**src/rtl/usb_tx_packetizer.sv**
```systemverilog
// USB transmit packetizer: SYNC, LSB-first bit-stuffed payload, NRZI line coding and EOP.
// The line registers load at the edge that opens a cell, so the line and tx_active show that cell.
module usb_tx_packetizer #(
    parameter int unsigned DATA_W    = 8,
    parameter int unsigned SYNC_LEN  = 8,
    parameter int unsigned STUFF_RUN = 6,
    parameter int unsigned EOP_SE0   = 2
) (
    input  logic              clock,
    input  logic              reset,
    input  logic [DATA_W-1:0] tx_data,
    input  logic              tx_valid,
    input  logic              tx_last,
    output logic              tx_ready,
    output logic              DP_line,
    output logic              DM_line,
    output logic              tx_active,
    output logic              tx_err
);

    localparam int unsigned MAX_A   = (DATA_W > SYNC_LEN) ? DATA_W : SYNC_LEN;
    localparam int unsigned MAX_LEN = (MAX_A > EOP_SE0) ? MAX_A : EOP_SE0;
    localparam int unsigned CNT_W   = $clog2(MAX_LEN + 1);
    localparam int unsigned IDX_W   = $clog2(DATA_W);
    localparam int unsigned RUN_W   = $clog2(STUFF_RUN + 1);

    typedef enum logic [2:0] {StIdle, StSync, StData, StEopSe0, StEopJ} state_e;

    state_e            state_q, state_d;
    logic [CNT_W-1:0]  cnt_q, cnt_d;
    logic [RUN_W-1:0]  ones_q, ones_d;
    logic [DATA_W-1:0] word_q, word_d;
    logic              last_q, last_d;
    logic              level_q, level_d;
    logic              dp_q, dp_d;
    logic              dm_q, dm_d;
    logic              field_end, stuff_due, stuff_next;
    logic              ready_int, err_int, raw_n, se0_n;

    always_comb begin
        state_d    = state_q;
        cnt_d      = cnt_q;
        word_d     = word_q;
        last_d     = last_q;
        stuff_next = 1'b0;
        ready_int  = 1'b0;
        err_int    = 1'b0;
        field_end  = (state_q == StSync && cnt_q == CNT_W'(SYNC_LEN - 1)) ||
                     (state_q == StData && cnt_q == CNT_W'(DATA_W - 1));
        stuff_due  = (ones_q == RUN_W'(STUFF_RUN));

        unique case (state_q)
            StIdle: begin
                if (tx_valid) begin
                    state_d = StSync;
                    cnt_d   = '0;
                end
            end
            StSync, StData: begin
                // A stuff cell keeps cnt on the bit it follows, so a trailing stuff cell
                // is itself the field end and carries the deferred handshake.
                if (stuff_due) begin
                    stuff_next = 1'b1;
                end else if (!field_end) begin
                    cnt_d = cnt_q + 1'b1;
                end else if (state_q == StData && last_q) begin
                    state_d = StEopSe0;
                    cnt_d   = '0;
                end else begin
                    ready_int = 1'b1;
                    cnt_d     = '0;
                    if (tx_valid) begin
                        state_d = StData;
                        word_d  = tx_data;
                        last_d  = tx_last;
                    end else begin
                        err_int = 1'b1;
                        state_d = StEopSe0;
                    end
                end
            end
            StEopSe0: begin
                if (cnt_q == CNT_W'(EOP_SE0 - 1)) begin
                    state_d = StEopJ;
                    cnt_d   = '0;
                end else begin
                    cnt_d = cnt_q + 1'b1;
                end
            end
            StEopJ:  state_d = StIdle;
            default: state_d = StIdle;
        endcase
    end

    // Raw bit, NRZI level and ones run of the cell that opens at the next edge.
    always_comb begin
        raw_n   = 1'b1;
        se0_n   = 1'b0;
        level_d = 1'b1;
        ones_d  = '0;
        unique case (state_d)
            StSync:   raw_n = stuff_next ? 1'b0 : (cnt_d == CNT_W'(SYNC_LEN - 1));
            StData:   raw_n = stuff_next ? 1'b0 : word_d[cnt_d[IDX_W-1:0]];
            StEopSe0: se0_n = 1'b1;
            default:  raw_n = 1'b1;
        endcase
        if (state_d inside {StSync, StData}) begin
            level_d = raw_n ? level_q : ~level_q;
            ones_d  = raw_n ? ones_q + 1'b1 : '0;
        end
        dp_d = ~se0_n & level_d;
        dm_d = ~se0_n & ~level_d;
    end

    always_ff @(posedge clock) begin
        if (!reset) begin
            state_q <= StIdle;
            cnt_q   <= '0;
            ones_q  <= '0;
            word_q  <= '0;
            last_q  <= 1'b0;
            level_q <= 1'b1;
            dp_q    <= 1'b1;
            dm_q    <= 1'b0;
        end else begin
            state_q <= state_d;
            cnt_q   <= cnt_d;
            ones_q  <= ones_d;
            word_q  <= word_d;
            last_q  <= last_d;
            level_q <= level_d;
            dp_q    <= dp_d;
            dm_q    <= dm_d;
        end
    end

    assign tx_ready  = ready_int & reset;
    assign tx_err    = err_int & reset;
    assign tx_active = (state_q != StIdle);
    assign DP_line   = dp_q;
    assign DM_line   = dm_q;

endmodule
```
**config.mk**
```make
export PLATFORM = sky130hd
export DESIGN_NAME = usb_tx_packetizer
export DESIGN_NICKNAME = d
export VERILOG_FILES = /design/src/rtl/usb_tx_packetizer.sv
export SDC_FILE = /design/constraint.sdc
export NUM_CORES = 1
export LEC_CHECK = 0
export CORE_MARGIN = 2
export CORE_UTILIZATION = 40
export DETAILED_ROUTE_END_ITERATION = 8
export GPL_ROUTABILITY_DRIVEN = 0
export PLACE_DENSITY = 0.66
export SLEW_MARGIN = 30
export SYNTH_ARGS = -nofsm -noshare
export SYNTH_HDL_FRONTEND = slang
export SYNTH_SLANG_ARGS = --single-unit
```
**constraint.sdc**
```tcl
create_clock -name clock -period 3.7 [get_ports clock]
set_clock_uncertainty 0.2 [all_clocks]
set_input_delay 0.74 -clock clock [delete_from_list [all_inputs] [get_ports clock]]
set_output_delay 0.74 -clock clock [all_outputs]
set_load 0.02 [all_outputs]
```
==> reports/metrics.yaml <==
logic_synthesis:
  ys_ff_latch: 22
  netlist-cell-type-count: 51
  async_flop_share_pct: 0
  synth_largest_area_cell: "dfxtp_1"
  seq_area_frac_synth_pct: 31.3
  synthTopCellsByArea: "dfxtp_1 (31%), nand2_1 (7.7%), a21oi_1 (4.3%)"
  syn_nets: 182
  synthFlopType: "dfxtp_1"
  yosys-top-cells-count: "nand2_1 (29), dfxtp_1 (22), nor2_1 (15), a21oi_1 (12), nor3_1 (7)"
  synthCells: 166
  yosysWarnings: 0
  synth-edff-count: 0
  synth_area_per_cell_sq_um: 8.48
  synthMostInstantiatedCell: "nand2_1"
  syn-cell-area_sq_mm: 0.00141
  yosysTopAreaCellShare_pct: 31.3
critical_path:
  cp-start-kind: "flop"
  cp_slowest_cell: "clkdlybuf4s50_1"
  critPathMaxStageDelay_ns: 0.61
  crit_type: "flop to output port"
  path_cells: "ha_1 -> nand3b_1 -> nor3_2 -> buf_4 -> and3_1 -> nor2b_1 -> clkdlybuf4s50_1"
  cp.buffers_inverters: 2
  cp_data_arrival_time_ns: 2.54
  critPathTopFamily: "buffers and inverters"
  cp_max_fo: 11
  cp-end-kind: "output port"
  crit_required_ns: 2.76
timing:
  tightest_slew_ns: 0.567
  fin_crit_sh_pct: 94.1
  setup_violations: 0
  tns_ns: 0
  rsz0062_at_grt: "no"
  relSlewSlack_pct: 61.9
  hold_viol: 0
  final_max_slew_viol_count: 0
  clock.fmax_ghz: 0.287
  period_needed_ns: 3.48
clock_network:
  cts_buffers: 3
  cts_resized: 0
  clk_path_buf_depth: 2
  cts_root_buf: "clkbuf_4"
  clk_latency_ns: 0.31
  clk_pin_slew_ns: 0.11
  h-tree-depth: 1
  cts.sinks: 22
  cts_tree: "done"
  cts_setup_buffers: 0
  ctsHoldBuffers: 0
cells_and_area:
  nNetsFinal: 201
  post-route-util_pct: 48.6
  final_cell_count_no_fill: 229
  area_growth_pct: 16.2
  design_area_sq_mm: 0.00164
  drive_above_1_share_pct: 13.7
  diodes: 0
global_routing:
  grt-ovfl-total: 0
  grt_max_degree: 13
  grt_pass1_wl_um: 5620
  grt_pass1_vias: 1256
  grt_use_total_pct: 17.5
  antenna_found_initial: 0
die:
  start_util_pct: 41.9
  ios: 17
  die_w_um: 63.3
  die-area_sq_mm: 0.00401
  fp.dieH_um: 63.3
  rows: 21
  core_area_sq_mm: 0.00336
place:
  dpl_cell_area_sq_mm: 0.00161
  dp_cells: 226
  dp_hpwl_um: 2550
  io_buffers: 16
detailed_routing:
  drc_errors: 0
  dr.pass1.iters: 4
  wirelength_um: 3230
  wl_per_cell_um: 14.1
  viasPerCell: 5.63
  antenna_left: 0
  vias: 1290
  drt_iter0_drc: 113
pwr:
  power_mw: 0.444
  pwr_density_cell_mw_per_mm2: 271
  p_leak_nw: 0.609
  vdd.ir_drop.worst_mv: 0.176
min_path:
  min_path_type: "flop to flop"
status:
  outcome: "completed"
job:
  maxCapViolations: 0
metrics by stage:
stage | hold WS (ns) | setup WS, ns
6_report | 0.261 | 0.218
5_1_grt | 0.288 | 0.0161
4_1_cts | 0.265 | 0.211
3_5_place_dp | 0.247 | 0.318
3_3_place_gp | 0.237 | 0.375
2_1_floorplan | 0.226 | 0.879
cell families after synthesis:
group           share of synthesized area, %
buf+inv                                 4.36
xor+xnor                                1.78
flops                                   31.3
simple gates                            34.9
fa+ha+maj                               3.56
mux                                     2.67
compound gates                          21.4
metal layers:
metal  global-route usage, %  up-vias  part of all wire [%]
li1                        -      643                     -
met1                    23.2      596                    45
met2                    28.8       42                    47
met3                    1.61        9                   4.6
met4                    8.15        0                   2.9
met5                       0        -                     0
worst min-delay path: cells and delay by family, from the launching register on:
kind	cells	cell delay [ns]
flip-flops	1	0.33
AND/OR/NAND/NOR	1	0.05
AO/OA/AOI/OAI	1	0.05
registers in the layout, summed over array words and instances (netlist names):
signal / flops
word_q: 8
cnt_q: 4
ones_q: 3
state_q: 3
DM_line: 1
DP_line: 1
last_q: 1
level_q: 1
cell type report:
type	count	area, sq um
Fill cell	352	1730
Multi-Input combinational cell	133	906
Timing Repair Buffer	20	190
Tap cell	46	57.6
Sequential cell	22	440
Clock buffer	3	22.5
Inverter	5	18.8
cells in the final DEF, fill, tap and decap left out, drive strengths merged, types with 2 or more instances in the layout:
master	instances
nand2	29
dfxtp	22
clkdlybuf4s50	16
nor2	15
a21oi	12
nor3	10
inv	5
nor2b	5
a31oi	4
o21ai	4
ha	4
buf	4
nand3	4
and2	4
and3	3
a211o	3
clkbuf	3
mux2	3
or3	2
a21o	2
nand4b	2
nor4	2
nor4b	2
a32o	2
xnor2	2
nand4	2
a221oi	2
a211oi	2
worst paths after layout:
check | startpoint | endpoint | slack [ns] | cells past startpoint
hold / removal | word_q[1] | word_q[1] | 0.26 | 2
setup reg to reg | cnt_q[0] | ones_q[2] | 0.60 | 9
hold reg to reg | word_q[1] | word_q[1] | 0.26 | 2
setup / recovery | cnt_q[0] | tx_err | 0.22 | 7
power by group:
part	switching [mW]	total [mW]	internal, mW
clock	0.0712	0.109	0.0381
sequential	0.00821	0.251	0.243
combinational	0.0404	0.0834	0.0430
Note: power is estimated with default switching activity, not from simulation.
